`src/rtl/csd_pkg.sv`:
```
// csd_pkg: shared types and default sizes for the CSD coefficient writer.
//   csd_digit_t    : one kept CSD term {used, neg, pos} at default width
//   writer_state_t : IDLE -> ENCODE -> SELECT -> WRITE -> IDLE
//   CSD_COEF_WIDTH : default coefficient width (Q1.15)
//   CSD_NZZ        : default maximum number of kept nonzero digits
package csd_pkg;

    localparam int CSD_COEF_WIDTH = 16;
    localparam int CSD_NZZ        = 4;

    typedef struct packed {
        logic                              used;
        logic                              neg;
        logic [$clog2(CSD_COEF_WIDTH)-1:0] pos;
    } csd_digit_t;

    typedef enum logic [1:0] {
        IDLE   = 2'd0,
        ENCODE = 2'd1,
        SELECT = 2'd2,
        WRITE  = 2'd3
    } writer_state_t;

endpackage

```
`src/rtl/csd_recode_step.sv`:
```
// csd_recode_step: one bit of the two's-complement to CSD recoding.
//   x_i     in  current coefficient bit
//   x_ip1   in  next higher bit (sign bit when x_i is the MSB)
//   c_in    in  carry from the lower position
//   nonzero out digit at this position is +/-1
//   neg     out digit is -1 (only meaningful when nonzero)
//   c_out   out carry into the next position
module csd_recode_step (
    input  logic x_i,
    input  logic x_ip1,
    input  logic c_in,
    output logic nonzero,
    output logic neg,
    output logic c_out
);

    // s = x_i + c_in. An odd sum yields a digit; it becomes -1 (with a carry)
    // when the next bit is also set, which is what keeps nonzero digits apart.
    always_comb begin
        nonzero = x_i ^ c_in;
        neg     = nonzero & x_ip1;
        c_out   = (x_i & c_in) | (nonzero & x_ip1);
    end

endmodule

```
`src/rtl/csd_coef_writer.sv`:
```
// csd_coef_writer: recodes one Q1.15 coefficient at a time into CSD, keeps the
// NZZ most significant nonzero digits and writes the term list to the FIR
// coefficient store.
//   clk, rst              clock, synchronous active-high reset
//   in_valid/in_ready     coefficient handshake (ready only in IDLE)
//   in_coef, in_addr      signed coefficient and target tap index
//   wr_en                 one-cycle write strobe
//   wr_addr               tap index of the written coefficient
//   wr_digits             NZZ slots {used, neg, pos}, slot 0 = most significant
//   wr_approx             signed sum of the kept digits
//   wr_trunc              more than NZZ nonzero digits existed
//   busy                  state is not IDLE
// Optional build macro CSD_WRITER_STATS_EN adds saturating counters
//   stat_coefs (writes) and stat_trunc (writes with wr_trunc set).
module csd_coef_writer
    import csd_pkg::*;
#(
    parameter  int COEF_WIDTH = CSD_COEF_WIDTH,
    parameter  int TAPS       = 32,
    parameter  int NZZ        = CSD_NZZ,
    parameter  int SW         = $clog2(COEF_WIDTH),
    localparam int AW         = $clog2(TAPS),
    localparam int DW         = 2 + SW,
    localparam int FW         = $clog2(NZZ + 1)
) (
    input  logic                    clk,
    input  logic                    rst,
    input  logic                    in_valid,
    output logic                    in_ready,
    input  logic [COEF_WIDTH-1:0]   in_coef,
    input  logic [AW-1:0]           in_addr,
    output logic                    wr_en,
    output logic [AW-1:0]           wr_addr,
    output logic [NZZ*DW-1:0]       wr_digits,
    output logic signed [COEF_WIDTH:0] wr_approx,
    output logic                    wr_trunc,
    output logic                    busy
`ifdef CSD_WRITER_STATS_EN
    ,
    output logic [15:0]             stat_coefs,
    output logic [15:0]             stat_trunc
`endif
);

    writer_state_t          state, state_nxt;
    logic [SW-1:0]          cnt, cnt_nxt;
    logic                   accept;

    // Working copy of the accepted coefficient and its recoding.
    logic [COEF_WIDTH-1:0]  coef_q;
    logic [AW-1:0]          addr_q;
    logic                   carry_q;
    logic [COEF_WIDTH-1:0]  dig_nz_q;
    logic [COEF_WIDTH-1:0]  dig_neg_q;
    logic [NZZ*DW-1:0]      slots_q, slots_nxt;
    logic [FW-1:0]          nfill_q, nfill_nxt;
    logic [COEF_WIDTH:0]    approx_q, approx_nxt;
    logic                   trunc_q, trunc_nxt;

    // Recoder inputs: the bit above the MSB is the sign bit.
    logic [COEF_WIDTH:0]    x_ext;
    logic [SW:0]            cnt_p1;
    logic                   rc_nonzero, rc_neg, rc_c_out;

    logic                   sel_nz, sel_neg;
    logic [COEF_WIDTH:0]    term;

    assign accept   = in_valid && in_ready;
    assign in_ready = (state == IDLE) && !rst;
    assign busy     = (state != IDLE);
    assign wr_en    = (state == WRITE);

    assign x_ext  = {coef_q[COEF_WIDTH-1], coef_q};
    assign cnt_p1 = {1'b0, cnt} + (SW+1)'(1);

    csd_recode_step u_step (
        .x_i     (coef_q[cnt]),
        .x_ip1   (x_ext[cnt_p1]),
        .c_in    (carry_q),
        .nonzero (rc_nonzero),
        .neg     (rc_neg),
        .c_out   (rc_c_out)
    );

    // NOTE: every signal driven here gets a default first, so no path through
    // the case leaves one unassigned and no latch is inferred.
    always_comb begin
        state_nxt = state;
        cnt_nxt   = cnt;
        unique case (state)
            IDLE: begin
                if (accept) begin
                    state_nxt = ENCODE;
                    cnt_nxt   = '0;
                end
            end
            ENCODE: begin
                if (cnt == SW'(COEF_WIDTH - 1)) begin
                    state_nxt = SELECT;   // SELECT scans from the MSB down
                end else begin
                    cnt_nxt = cnt + SW'(1);
                end
            end
            SELECT: begin
                if (cnt == '0) begin
                    state_nxt = WRITE;
                end else begin
                    cnt_nxt = cnt - SW'(1);
                end
            end
            WRITE: begin
                state_nxt = IDLE;
            end
            default: state_nxt = IDLE;
        endcase
    end

    // Digit selection for the position currently addressed by cnt. Slots fill
    // in scan order, so slot 0 always receives the most significant digit.
    always_comb begin
        sel_nz     = dig_nz_q[cnt];
        sel_neg    = dig_neg_q[cnt];
        term       = '0;
        term[cnt]  = 1'b1;
        slots_nxt  = slots_q;
        nfill_nxt  = nfill_q;
        approx_nxt = approx_q;
        trunc_nxt  = trunc_q;
        if (sel_nz) begin
            if (nfill_q < FW'(NZZ)) begin
                for (int k = 0; k < NZZ; k++) begin
                    if (nfill_q == FW'(k)) begin
                        slots_nxt[k*DW +: DW] = {1'b1, sel_neg, cnt};
                    end
                end
                nfill_nxt  = nfill_q + FW'(1);
                approx_nxt = sel_neg ? (approx_q - term) : (approx_q + term);
            end else begin
                trunc_nxt = 1'b1;   // dropped, not rounded
            end
        end
    end

    // NOTE: sequential state is updated only with non-blocking assignments so
    // every flop samples the pre-edge values of its neighbours.
    always_ff @(posedge clk) begin
        if (rst) begin
            state     <= IDLE;
            cnt       <= '0;
            wr_addr   <= '0;
            wr_digits <= '0;
            wr_approx <= '0;
            wr_trunc  <= 1'b0;
        end else begin
            state <= state_nxt;
            cnt   <= cnt_nxt;
            // Load the result on the last SELECT step so it is stable during
            // WRITE and held until the next WRITE.
            if (state == SELECT && cnt == '0) begin
                wr_addr   <= addr_q;
                wr_digits <= slots_nxt;
                wr_approx <= approx_nxt;
                wr_trunc  <= trunc_nxt;
            end
        end
    end

    // NOTE: the working registers carry no reset: each acceptance reloads or
    // clears all of them before they are read, and rst already forces IDLE.
    always_ff @(posedge clk) begin
        unique case (state)
            IDLE: begin
                if (accept) begin
                    coef_q    <= in_coef;
                    addr_q    <= in_addr;
                    carry_q   <= 1'b0;
                    dig_nz_q  <= '0;
                    dig_neg_q <= '0;
                    slots_q   <= '0;
                    nfill_q   <= '0;
                    approx_q  <= '0;
                    trunc_q   <= 1'b0;
                end
            end
            ENCODE: begin
                dig_nz_q[cnt]  <= rc_nonzero;
                dig_neg_q[cnt] <= rc_neg;
                carry_q        <= rc_c_out;
            end
            SELECT: begin
                slots_q  <= slots_nxt;
                nfill_q  <= nfill_nxt;
                approx_q <= approx_nxt;
                trunc_q  <= trunc_nxt;
            end
            default: ;
        endcase
    end

`ifdef CSD_WRITER_STATS_EN
    always_ff @(posedge clk) begin
        if (rst) begin
            stat_coefs <= '0;
            stat_trunc <= '0;
        end else if (state == WRITE) begin
            if (stat_coefs != 16'hFFFF) begin
                stat_coefs <= stat_coefs + 16'd1;
            end
            if (wr_trunc && stat_trunc != 16'hFFFF) begin
                stat_trunc <= stat_trunc + 16'd1;
            end
        end
    end
`endif

endmodule
```
`config.mk`:
```
export PLATFORM = sky130hd
export DESIGN_NAME = csd_coef_writer
export DESIGN_NICKNAME = d
export VERILOG_FILES = /design/src/rtl/csd_pkg.sv /design/src/rtl/csd_recode_step.sv /design/src/rtl/csd_coef_writer.sv
export SDC_FILE = /design/constraint.sdc
export NUM_CORES = 1
export LEC_CHECK = 0
export CAP_MARGIN = 20
export CORE_ASPECT_RATIO = 0.8
export CORE_MARGIN = 4
export CORE_UTILIZATION = 35
export CTS_CLUSTER_SIZE = 16
export DETAILED_ROUTE_END_ITERATION = 8
export DONT_BUFFER_PORTS = 1
export SETUP_SLACK_MARGIN = 0.1
export SYNTH_ARGS = -nofsm -noshare
export SYNTH_HDL_FRONTEND = slang
export SYNTH_SLANG_ARGS = --single-unit
```
`constraint.sdc`:
```
create_clock -name clk -period 6.13 [get_ports clk]
set_input_delay 1.226 -clock clk [delete_from_list [all_inputs] [get_ports clk]]
set_output_delay 1.226 -clock clk [all_outputs]
set_load 0.01 [all_outputs]
```
Word-level counts from Yosys, hierarchy flattened --
Cells that the tools add are included.
Storage, ports and cells: register bits after elaboration 152, input port bits 24, output and inout bits 50, logic and storage cells 110
Cells by class: $add $sub $neg 6, magnitude comparators 5, equality and inequality tests 14, mux-type cells 47, bitwise logic cells 4, reduce and logical (&&, ||, !) cells 19
Operators with widths (number):
- 24-bit 2-to-1 mux | 3
- 17-bit 2-to-1 mux | 4
- 16-bit one-hot mux with 2 select lines | 2
- 24-bit one-hot mux with 2 select lines | 1
- 17-bit one-hot mux with 2 select lines | 1
- 16-bit bitwise mux | 2
- 6-bit 2-to-1 mux | 4
- 17-bit by 16-bit adder with 17-bit output | 1
- 17-bit by 16-bit subtractor with 17-bit output | 1
- 16-bit 2-to-1 mux | 1
- 2-bit != test, second input constant | 7
- 1-bit binary-select mux with 4-bit select | 3
- 4-bit 2-to-1 mux | 3
- 4-bit one-hot mux with 3 select lines | 1
- 1-bit 2-to-1 mux | 9
- 3-bit 2-to-1 mux | 3
- 1-bit demux with 4-bit select | 2
- 2-bit one-hot mux with 4 select lines | 1
- 4-bit AND reduction | 2
- 3-bit by 2-bit equality test with 1-bit output, second input constant | 2
- 4-bit by 6-bit less-than comparator with 1-bit output, second input constant | 1
- 5-bit by 6-bit less-than comparator with 1-bit output, second input constant | 1
- 2-bit 2-to-1 mux | 3
- 3-bit one-hot mux with 2 select lines | 1
- other kinds (25) | 36

Longest topological paths before layout --
Gate-level depths: netlist (run 1).
depth in word-level cells 9, gate-level depth with buffers 20, mapped depth without buffers 18

Hierarchy --
From an unflattened synthesis (run 1), not the netlist that was laid out.
Unflattened totals: cell total of the unflattened synthesis 848, area total of the unflattened synthesis 8293.0 µm²
By module, submodules not included:
- csd_coef_writer | times used 1, cells an instance 845, area each 8266.7 µm², sequential area each 4033.9 µm²
- csd_recode_step | times used 1, cells an instance 3, area each 26.3 µm², sequential area each 0.0 µm²

Worst setup path before layout (run 1) --
OpenSTA, ideal clock, no wires.
path kind input to register, start input port rst, end register approx_q[0], enable pin, setup time 0.442 ns, arrival time 3.909 ns, data required time 5.688 ns, setup slack 1.779 ns, stages on the path 4, path buffers 0, cells stage by stage inv_1 -> and3_1 -> nor2_1 -> nor2_1
On the way: word-level cells in the longest chain between the ends 5
Ends and longest elaborated chain:
- start: declaration | line csd_coef_writer.sv:27 | input logic rst,
- 1-bit logical NOT | line csd_coef_writer.sv:69 | assign in_ready = (state == IDLE) && !rst;
- 1-bit logical AND | line csd_coef_writer.sv:69
- 1-bit logical AND | line csd_coef_writer.sv:68 | assign accept = in_valid && in_ready;
- 2-bit != test (no source line)
- 2-bit AND reduction (no source line)
- end signal: assignment | line csd_coef_writer.sv:193 | approx_q <= approx_nxt;
- end: declaration | line csd_coef_writer.sv:57 | logic [COEF_WIDTH:0] approx_q, approx_nxt;
No other way between the ends. A chain may end at the register's enable or synchronous reset.

Worst setup path after layout (run 1) --
start register cnt[1], end register approx_q[15], data pin
On the way: word-level cells in the longest chain between the ends 9, elaborated cells between the ends (all ways) 15, classes of those cells add/sub: 2; order compare: 2; mux: 10; reduce/logical: 1
Ends and longest elaborated chain:
- start: declaration | line csd_coef_writer.sv:46 | logic [SW-1:0] cnt, cnt_nxt;
- start signal: assignment | line csd_coef_writer.sv:156 | cnt <= cnt_nxt;
- 4-bit by 6-bit less-than comparator with 1-bit output (implied by the code) or 4-bit by 1-bit >= comparator with 1-bit output (tied branches) | line csd_coef_writer.sv:124 | term[cnt] = 1'b1;
- 1-bit logical AND (implied by the code) | line csd_coef_writer.sv:124
- 1-bit 2-to-1 mux (implied by the code) | line csd_coef_writer.sv:124
- 1-bit demux with 4-bit select | line csd_coef_writer.sv:124
- 17-bit by 16-bit adder with 17-bit output or 17-bit by 16-bit subtractor with 17-bit output (tied branches) | line csd_coef_writer.sv:137 | approx_nxt = sel_neg ? (approx_q - term) : (approx_q + term);
- 17-bit 2-to-1 mux | line csd_coef_writer.sv:137
- 17-bit 2-to-1 mux | line csd_coef_writer.sv:130 | if (nfill_q < FW'(NZZ)) begin
- 17-bit 2-to-1 mux (*) | line csd_coef_writer.sv:129 | if (sel_nz) begin
- 17-bit one-hot mux with 2 select lines (*) | line csd_coef_writer.sv:171 | unique case (state)
Every way passes the cells marked *; elsewhere a longest branch is shown, timed or not. The select of a mux whose other input is x is not followed.

==> results of run 1 <==
tightest hold or removal path, cell delays in order (launching register included):
cell,delay [ps]
dfxtp_1,340
nand2_1,60
a21oi_1,50
power groups by stage:
stage / Clock [uW] / Sequential (uW) / Combinational [uW]
2_1_floorplan: 0 / 1560 / 1770
3_3_place_gp: 0 / 1620 / 2140
3_5_place_dp: 0 / 1620 / 2160
4_1_cts: 1160 / 1610 / 2170
5_1_grt: 1200 / 1630 / 2440
6_report: 1140 / 1600 / 2180
worst paths after layout:
| check | startpoint | to | slack [ps] | cells after the start |
|---|---|---|---|---|
| worst max-delay path | cnt[1] | approx_q[15] | 1230 | 15 |
| worst min-delay path | wr_addr[2] | wr_addr[2] | 500 | 2 |
| worst max register to register | cnt[1] | approx_q[15] | 1230 | 15 |
| worst min register to register | wr_addr[2] | wr_addr[2] | 500 | 2 |
cell families after synthesis:
logic type	Yosys count	synth area share (%)
buffers and inverters	68	4.09
and+or+nand+nor	277	15.1
adders and majority gates	36	5.68
muxes	35	7.44
xor gates and xnor gates	20	2.14
AOI/OAI and AO/OA	218	16.3
DFF	152	49.2
sequential cells by signal, summed over array words and instances, names as in the netlist:
signal	flops
slots_q	24
wr_digits	24
approx_q	17
wr_approx	17
coef_q	16
dig_neg_q	16
dig_nz_q	16
addr_q	5
wr_addr	5
cnt	4
nfill_q	3
state	2
carry_q	1
trunc_q	1
wr_trunc	1
cell usage after synthesis, types with 4 or more instances:
master	n	area share (%)
a21boi_0	17	1.6
edfxtp_1	99	36
and2_1	8	0.61
o31ai_1	4	0.37
mux4_2	10	2.7
mux4_1	8	2.6
mux2i_1	14	1.7
nand3_1	53	3.2
xnor2_1	11	1.2
nor3_1	5	0.31
a21oi_1	88	5.4
xor2_1	9	0.96
o21ai_0	52	3.2
and3_1	6	0.46
nor2b_1	4	0.31
a21o_1	10	0.92
nand2_1	96	4.4
a211oi_1	11	1.0
buf_6	5	0.69
ha_1	34	5.2
nor2_1	88	4.0
buf_2	4	0.24
dfxtp_1	53	13
inv_1	16	0.73
a31oi_1	6	0.46
clkbuf_1	36	1.6
routing by layer:
metal | global-route usage (%) | vias to the layer above | wire length, um
met5 | 0 | - | 0
met4 | 3.39 | 0 | 170
met3 | 4.21 | 17 | 1260
met2 | 22.3 | 175 | 8460
met1 | 23.2 | 2890 | 9830
li1 | - | 2915 | -
stage by stage:
stage	setup slack [ps]	std cells
2_1_floorplan	1780	806
3_3_place_gp	1320	1073
3_5_place_dp	1260	1073
4_1_cts	1230	1105
5_1_grt	912	1106
6_report	1230	1106
area by class of cell:
class                   count  area, um2
clock buffers              17        425
fillers                  2215      13700
repair buffers             12        110
inverters                  18       67.6
flip-flops and latches    152       4030
clock inverters            15        206
multi-input cells         586       3840
well taps                 306        383
==> out/qor.csv, run 1 <==
stage,metric,value,unit
layout,layout cells sized above 1,9.25,%
clock_network,TritonCTS buffer count,17,
sta,Max transition margin,34.1,%
sta,Final setup viols,0,
grt,vias in the first global route,5608,
yosys,"Seq/Total Area, Yosys",49.2,%
clock_network,Root Buffer Master,clkbuf_16,
power,maximum vdd ir drop,0.000270,V
die,Die Width,179,um
die,num ports,74,
placed_design,IO Port Bufs,0,
yosys,Syn Area/Cell,10.2,um2
worst_setup_path,crit-path cells,"inv_1, ha_1, nand2_1, ha_1, o31ai_1, a21oi_1, nor2_1, xor2_1, ha_1, a21o_1, a21o_1, a221o_1, a221oi_1, mux2i_1, a21oi_1",
power,Internal,2910,uW
placed_design,gpl congestion,0.864,
yosys,Syn. warnings,0,
drt,total via count in the routed design,5997,
drt,# DRC,0,
sta,Tcrit/Tclk final,80.0,%
sta,Final Critical Period,4900,ps
clock_network,CTS Hold Bufs,0,
layout,fin area,9070,um2
worst_setup_path,CP top delay family,compound AO/OA/AOI/OAI gates,
die,num rows,49,
worst_setup_path,CP Max Fanout,16,
sta,fin. max-slew vios,0,
drt,Post-DRT Antenna Nets,0,
power,sw frac,40.9,%
layout,antenna cells,0,
power,Clock power frac,23.2,%
worst_setup_path,"most used cell, CP",ha_1,
drt,DRT Wirelength,19.7,mm
sta,final hold viol count,0,
worst_setup_path,Critical Path Start Type,flip-flop,
die,core footprint,22700,um2
sta,sum of negative setup slack,0,ps
yosys,ys flop type,edfxtp_1,
clock_network,clk slew on worst S/H paths,70,ps
sta,fmax,204,MHz
sta,Setup Skew,15.8,ps
power,Leak,0.00326,uW
worst_setup_path,CP max-delay cell,dfxtp_1,
layout,Final Util,39.9,%
yosys,number of flops mapped to enable cells by yosys,99,
worst_setup_path,data arrival time of the critical path,5040,ps
die,chip height,145,um
layout,Post-layout nets,847,
hold_path,worst min path class,reg -> reg,
drt,vias per cell,5.42,
grt,initial antenna violation count,0,
drt,DR pass1 iterations,5,
worst_setup_path,CP Class,reg -> reg,
clock_network,Longest Clk Path Bufs,2,
placed_design,HPWL Detailed,13.5,mm
power,Pwr Total,4920,uW
clock_network,"Clk Latency, worst-skew pair",430,ps
grt,total gr overflow,0,
power,pwr dens,543,nW/um2
drt,Routed WL per cell,17.8,um
run,Max-cap violations,0,
outcome,outcome,"complete, no violations",
drt,DRT iter0 DRCs,651,
placed_design,DP Area,8410,um2
yosys,Yosys cell types,67,
worst_setup_path,Worst Path Required,6270,ps
worst_setup_path,crit-path max cell delay,720,ps
clock_network,CTS tree,built,
clock_network,H-tree depth,4,
sta,RSZ-0062 raised after global routing,false,
worst_setup_path,CP bufs+invs,1,
clock_network,setup bufs post-CTS,0,
grt,Total GRT Usage,15.4,%
grt,pin count of the biggest net entering global routing,78,
yosys,post-synth net total,866,
power,Psw,2010,uW
yosys,Synth Register Bits,152,
layout,"most common cell after layout, fill and taps aside",edfxtp_1,
layout,Layout area overhead,10.7,%
sta,Hold Worst Slack,500,ps
grt,global-route wire length before repair,31.5,mm
die,initial core utilization,36.0,%
worst_setup_path,CP Capture Type,flip-flop,
clock_network,Post-CTS Resized,0,
yosys,Post-Syn Instances,806,
yosys,Post-synth ARST share,0,%
power,Reg power frac,32.5,%
power,Comb power frac,44.3,%
die,die area,25900,um2
clock_network,clk sink count,152,
sta,Worst Max-Slew Pin Slew,986,ps
layout,most frequent cells in the layout,"99 x edfxtp_1, 96 x nand2_1, 88 x a21oi_1, 86 x nor2_1",
yosys,synthesized area,8200,um2
No activity file was read; power rests on OpenSTA's default activity.
==> run 2, diff against run 1 <==
ABC_AREA = 1   (was unset)
clock period = 4.7 ns   (was 6.13 ns; I/O delays follow)
==> out/qor.csv, run 2 <==
stage,metric,value,unit,change
worst_setup_path,r2r endpoint,approx_q[16],,was approx_q[15]
grt,pin count of the biggest net entering global routing,53,,was 78
hold_path,Hold Crit Start,addr_q[3],,was wr_addr[2]
layout,top flop regs,"slots_q: 24 flops, wr_digits: 24 flops",,unchanged
drt,vias per cell,5.04,,was 5.42
grt,vias in the first global route,6401,,was 5608
sta,Worst Max-Slew Pin Slew,1000,ps,was 986 ps
worst_setup_path,R2R Setup Slk,620,ps,was 1230 ps
yosys,Synth area leaders,"edfxtp_1 35%, dfxtp_1 12%, nand2_1 9.2%, inv_1 6.6%, a21oi_1 5.3%",,"was edfxtp_1 36%, dfxtp_1 13%, a21oi_1 5.4%, ha_1 5.2%, nand2_1 4.4%"
run,Max-cap violations,0,,unchanged
yosys,"top cells by count, synth","209 x nand2_1, 149 x inv_1, 99 x edfxtp_1",,"was 99 x edfxtp_1, 96 x nand2_1, 88 x a21oi_1, 88 x nor2_1"
layout,antenna cells,0,,unchanged
sta,Final Critical Period,4080,ps,was 4900 ps
drt,metal2 WL,8.87,mm,was 8.46 mm
worst_setup_path,Worst Path Required,4860,ps,was 6270 ps
worst_setup_path,CP top delay family,simple AND/OR/NAND/NOR gates,,was compound AO/OA/AOI/OAI gates
worst_setup_path,CP Class,reg -> reg,,unchanged
yosys,top-count cell post-synth,nand2_1,,was edfxtp_1
clock_network,"Clk Latency, worst-skew pair",430,ps,about the same
yosys,Yosys cell types,39,,was 67
die,num rows,50,,was 49
hold_path,worst min path class,reg -> reg,,unchanged
drt,# DRC,0,,unchanged
clock_network,H-tree depth,4,,unchanged
hold_path,Hold Path Sink,wr_addr[3],,was wr_addr[2]
layout,FF/Latch Area,4030,um2,unchanged
layout,layout cells sized above 1,5.67,%,was 9.25%
clock_network,TritonCTS buffer count,17,,unchanged
grt,Total GRT Usage,15.7,%,was 15.4%
drt,total via count in the routed design,6816,,was 5997
drt,Routed WL per cell,15.7,um,was 17.8 um
die,chip height,147,um,was 145 um
grt,global-route wire length before repair,34.2,mm,was 31.5 mm
layout,multi-input logic area,3680,um2,was 3840 um2
sta,fin. max-slew vios,0,,unchanged
die,initial core utilization,35.9,%,was 36.0%
clock_network,CTS tree,built,,unchanged
yosys,Synth area leader,edfxtp_1,,unchanged
hold_path,Hold Path Cell Cnt,2,,unchanged
die,num ports,74,,unchanged
drt,DRT iter0 DRCs,595,,was 651
yosys,synthesized area,8490,um2,was 8200 um2
worst_setup_path,reg-to-reg critical path startpoint,cnt[1],,unchanged
worst_setup_path,CP Capture Type,flip-flop,,unchanged
yosys,number of flops mapped to enable cells by yosys,99,,unchanged
clock_network,setup bufs post-CTS,0,,unchanged
yosys,Post-synth ARST share,0,%,unchanged
clock_network,clk sink count,152,,unchanged
drt,Post-DRT Antenna Nets,0,,unchanged
placed_design,IO Port Bufs,0,,unchanged
clock_network,Post-CTS Resized,0,,unchanged
placed_design,HPWL Detailed,14.9,mm,was 13.5 mm
yosys,"Seq/Total Area, Yosys",47.5,%,was 49.2%
worst_setup_path,CP bufs+invs,3,,was 1
yosys,Syn Area/Cell,8.19,um2,was 10.2 um2
die,die area,26800,um2,was 25900 um2
die,Die Width,182,um,was 179 um
worst_setup_path,CP Max Fanout,17,,was 16
layout,Post-layout nets,1087,,was 847
outcome,outcome,"complete, no violations",,unchanged
drt,DR WL met3,1.64,mm,was 1.26 mm
sta,fmax,245,MHz,was 204 MHz
layout,most frequent cells in the layout,"209 x nand2_1, 149 x inv_1, 99 x edfxtp_1, 90 x a21oi_1, 83 x nor2_1",,"was 99 x edfxtp_1, 96 x nand2_1, 88 x a21oi_1, 86 x nor2_1"
sta,Hold Worst Slack,480,ps,was 500 ps
worst_setup_path,data arrival time of the critical path,4250,ps,was 5040 ps
worst_setup_path,"most used cell, CP",nand2_1,,was ha_1
layout,number of fillers in the final layout,2445,,was 2215
drt,DR top layer,met4,,unchanged
worst_setup_path,Critical Path Start Type,flip-flop,,unchanged
drt,DR pass1 iterations,5,,unchanged
layout,Layout area overhead,9.93,%,was 10.7%
worst_setup_path,CP max-delay cell,nor2_1,,was dfxtp_1
clock_network,clk slew on worst S/H paths,70,ps,about the same
sta,Max transition margin,33.3,%,was 34.1%
clock_network,CTS Hold Bufs,0,,unchanged
grt,total gr overflow,0,,unchanged
worst_setup_path,crit-path cells,"inv_1, ha_1, inv_1, nor2_1, nor2_1, nand2_1, nor2_1, a21oi_2, xor2_1, ha_1, a21oi_1, nand2_1, nand2_1, nand2_1, a21oi_1, inv_1, nand2_1, nand3_1, nand2_1, a21oi_1",,"was inv_1, ha_1, nand2_1, ha_1, o31ai_1, a21oi_1, nor2_1, xor2_1, ha_1, a21o_1, a21o_1, a221o_1, a221oi_1, mux2i_1, a21oi_1"
yosys,Post-Syn Instances,1037,,was 806
yosys,Syn. warnings,0,,unchanged
drt,DRT Wirelength,21.2,mm,was 19.7 mm
die,core footprint,23600,um2,was 22700 um2
sta,final hold viol count,0,,unchanged
yosys,ys flop type,edfxtp_1,,unchanged
sta,RSZ-0062 raised after global routing,false,,unchanged
placed_design,gpl congestion,0.892,,was 0.864
drt,metal1 wirelength,10.5,mm,was 9.83 mm
clock_network,Root Buffer Master,clkbuf_16,,unchanged
worst_setup_path,r2r worst-path depth,20,,was 15
sta,sum of negative setup slack,0,ps,unchanged
worst_setup_path,crit-path max cell delay,550,ps,was 720 ps
sta,Tcrit/Tclk final,86.9,%,was 80.0%
sta,Setup Skew,10.1,ps,was 15.8 ps
yosys,Synth Register Bits,152,,unchanged
yosys,Synth top area share,35.0,%,was 36.3%
grt,initial antenna violation count,0,,unchanged
layout,"most common cell after layout, fill and taps aside",nand2_1,,was edfxtp_1
yosys,post-synth net total,1097,,was 866
sta,Final setup viols,0,,unchanged
clock_network,Longest Clk Path Bufs,2,,unchanged
==> run 2: cell types whose count changed in the layout (fill, tap and decap cells not counted), sizes merged, moves of 17 or more <==
cell,change
o211ai,+23
nand2,+113
mux4,-18
inv,+135
o21ai,+30
nand3,+17
==> run 2: area by class of cell <==
type                    count  area share, %
clock buffers              19           4.64
repair buffers             14           1.13
multi-input cells         689           39.5
well taps                 312           4.18
inverters                 153           6.15
clock inverters            13           1.19
flip-flops and latches    152           43.2
==> run 2: kinds of logic (layout without fill, tap and decap cells) <==
group,after synthesis,in the layout,share of synthesized area (%)
XOR/XNOR,29,29,2.99
adder cells (fa/ha/maj),36,36,5.48
AND/OR/NAND/NOR,387,387,18.9
buffers and inverters,196,199,9.34
flip-flops,152,152,47.5
AO/OA/AOI/OAI,237,237,15.8
==> run 2: worst reg2reg max path: stages (launching register included) <==
cell     delay (ps)
dfxtp_1         310
inv_1           470
ha_1            290
inv_1            70
nor2_1          550
nor2_1          110
nand2_1         130
nor2_1           90
a21oi_2         200
xor2_1          260
ha_1            340
a21oi_1         220
nand2_1         100
nand2_1          60
nand2_1          50
a21oi_1         190
inv_1            70
nand2_1          80
nand3_1          70
nand2_1          90
a21oi_1          70
==> run 2: how the worst max path moves through the flow <==
stage                   from            to  slack (ps)  cells past startpoint
detailed placement    cnt[1]  approx_q[16]         730                     20
CTS                   cnt[1]  approx_q[16]         640                     20
global route          cnt[1]  approx_q[16]         270                     20
floorplan           state[1]       carry_q         930                      5
global placement      cnt[1]  approx_q[16]         760                     20
finish                cnt[1]  approx_q[16]         620                     20
==> run 2: per-stage QoR <==
stage,setup slack (ps),util (%),cells,instance area [um2]
after global routing,267,39.5,1352,9330
after global placement,759,37.2,1320,8790
after detailed placement,726,37.2,1320,8790
final,616,39.5,1352,9330
after floorplan,933,-,1037,8490
after CTS,636,39.5,1352,9330
==> run 2: per-layer routing <==
metal | vias up | global-route usage [%]
li1 | 3407 | -
met1 | 3196 | 23.1
met2 | 200 | 22.9
met3 | 13 | 5.00
met4 | 0 | 2.81
met5 | - | 0
Power of run 2 is not shown: default switching activity piles up to over one toggle a cycle in this logic, so the estimate is an artifact.
==> run 3, diff against run 2 <==
clock period = 3.9 ns   (was 4.7 ns; I/O delays follow)
==> out/qor.csv, run 3 (same netlist as run 2, synthesis figures left out) <==
stage,metric,value,unit,change
sta,fmax,283,MHz,was 245 MHz
layout,Post-layout nets,1098,,was 1087
layout,layout cells sized above 1,7.14,%,was 5.67%
sta,Setup Skew,14.4,ps,was 10.1 ps
drt,total via count in the routed design,6854,,was 6816
drt,DR pass1 iterations,5,,unchanged
grt,vias in the first global route,6626,,was 6401
sta,Hold Worst Slack,391,ps,was 480 ps
placed_design,IO Port Bufs,0,,unchanged
layout,FF/Latch Area,4040,um2,was 4030 um2
die,num ports,74,,unchanged
worst_setup_path,CP Capture Type,flip-flop,,unchanged
layout,antenna cells,0,,unchanged
worst_setup_path,CP bufs+invs,4,,was 3
layout,number of fillers in the final layout,2413,,was 2445
sta,final hold viol count,0,,unchanged
worst_setup_path,data arrival time of the critical path,3710,ps,was 4250 ps
sta,sum of negative setup slack,0,ps,unchanged
clock_network,Root Buffer Master,clkbuf_16,,unchanged
sta,Max transition margin,30.2,%,was 33.3%
sta,Worst Max-Slew Pin Slew,1050,ps,was 1000 ps
worst_setup_path,CP Class,reg -> reg,,unchanged
drt,Routed WL per cell,15.9,um,was 15.7 um
layout,top flop regs,"slots_q: 24 flops, wr_digits: 24 flops",,unchanged
layout,multi-input logic area,3700,um2,was 3680 um2
worst_setup_path,CP max-delay cell,dfxtp_2,,was nor2_1
placed_design,cell total after placement,1331,,was 1320
drt,Post-DRT Antenna Nets,0,,unchanged
worst_setup_path,Worst Path Required,4070,ps,was 4860 ps
clock_network,CTS tree,built,,unchanged
clock_network,TritonCTS buffer count,17,,unchanged
outcome,outcome,"complete, no violations",,unchanged
die,initial core utilization,35.9,%,unchanged
worst_setup_path,crit-path cells,"inv_4, buf_8, nand2_1, nand3_1, nand2_1, nand2_1, nand2_1, nor2_1, buf_6, nand2_1, xor2_1, ha_1, or2_2, and2_1, nand2_1, nand2_1, xor2_2, o21ai_0, inv_1, nor2_1",,"was inv_1, ha_1, inv_1, nor2_1, nor2_1, nand2_1, nor2_1, a21oi_2, xor2_1, ha_1, a21oi_1, nand2_1, nand2_1, nand2_1, a21oi_1, inv_1, nand2_1, nand3_1, nand2_1, a21oi_1"
grt,pin count of the biggest net entering global routing,54,,was 53
die,core footprint,23600,um2,unchanged
clock_network,H-tree depth,4,,unchanged
sta,RSZ-0062 raised after global routing,true,,was false
die,die area,26800,um2,unchanged
layout,Final Util,40.1,%,was 39.5%
sta,Final Critical Period,3540,ps,was 4080 ps
drt,DRT iter0 DRCs,613,,was 595
worst_setup_path,Critical Path Start Type,flip-flop,,unchanged
drt,DRT Wirelength,21.6,mm,was 21.2 mm
worst_setup_path,CP Max Fanout,19,,was 17
placed_design,HPWL Detailed,15.3,mm,was 14.9 mm
placed_design,gpl congestion,0.930,,was 0.892
clock_network,Longest Clk Path Bufs,2,,unchanged
layout,post-route insts no fill,1363,,was 1352
die,chip height,147,um,unchanged
run,Max-cap violations,0,,unchanged
clock_network,CTS Hold Bufs,0,,unchanged
layout,Layout area overhead,11.8,%,was 9.93%
sta,Tcrit/Tclk final,90.8,%,was 86.9%
hold_path,worst min path class,in -> reg,,was reg -> reg
drt,# DRC,0,,unchanged
sta,Final setup viols,0,,unchanged
layout,"most common cell after layout, fill and taps aside",nand2_1,,unchanged
clock_network,clk sink count,152,,unchanged
clock_network,clk slew on worst S/H paths,70,ps,about the same
die,num rows,50,,unchanged
grt,total gr overflow,0,,unchanged
worst_setup_path,crit-path max cell delay,360,ps,was 550 ps
sta,fin. max-slew vios,0,,unchanged
worst_setup_path,CP top delay family,simple AND/OR/NAND/NOR gates,,unchanged
layout,most frequent cells in the layout,"208 x nand2_1, 149 x inv_1, 99 x edfxtp_1, 89 x a21oi_1, 82 x nor2_1",,"was 209 x nand2_1, 149 x inv_1, 99 x edfxtp_1, 90 x a21oi_1, 83 x nor2_1"
grt,Total GRT Usage,16.1,%,was 15.7%
worst_setup_path,"most used cell, CP",nand2_1,,unchanged
grt,initial antenna violation count,0,,unchanged
die,Die Width,182,um,unchanged
grt,global-route wire length before repair,35.1,mm,was 34.2 mm
clock_network,"Clk Latency, worst-skew pair",440,ps,was 430 ps
drt,vias per cell,5.03,,was 5.04
-- run 3: cell count changes in the layout (fill, tap and decap cells not counted), sizes merged --
cell      previous run  this run
buf                 14        25
bufinv               0         2
clkbuf              19        18
clkinv               3         5
clkinvlp             3         2
inv                160       158
-- run 3: metrics by stage --
stage / area [um2] / worst slack, ps
floorplan: 8490 / 133
global placement: 8870 / 133
detailed placement: 8870 / 97.4
CTS: 9450 / 146
global route: 9490 / 87.1
finish: 9490 / 361
-- run 3: layout make-up --
cell class	count	area share [%]
timing repair buffer	25	2.18
tap	312	4.11
clock buffer	18	4.52
clock inverter	14	1.54
multi-input combinational	689	39.0
inverter	153	6.08
sequential	152	42.6
-- run 3: metal layers --
layer	wire length, um	GRT usage [%]	part of all wire, %
met5	0	0	0
met4	221	3.64	1.0
met3	1610	5.35	7.4
met2	9210	24.4	43
met1	10600	22.6	49
-- run 3: what timing repair did --
| item | 4_1_cts | 5_1_grt |
|---|---|---|
| setup buffers | 0 | 0 |
| setup endpoints to repair | 1 | 25 |
| resized for setup | 2 | 13 |
-- run 3: path summary, 6_finish.rpt --
path,endpoint,startpoint,depth (start not counted),slack (ps)
max,approx_q[6],cnt[0],20,360
min,cnt[3],rst,1,390
max reg2reg,approx_q[6],cnt[0],20,360
min reg2reg,wr_addr[4],addr_q[4],2,480
Power of run 3 is left out for the same reason.
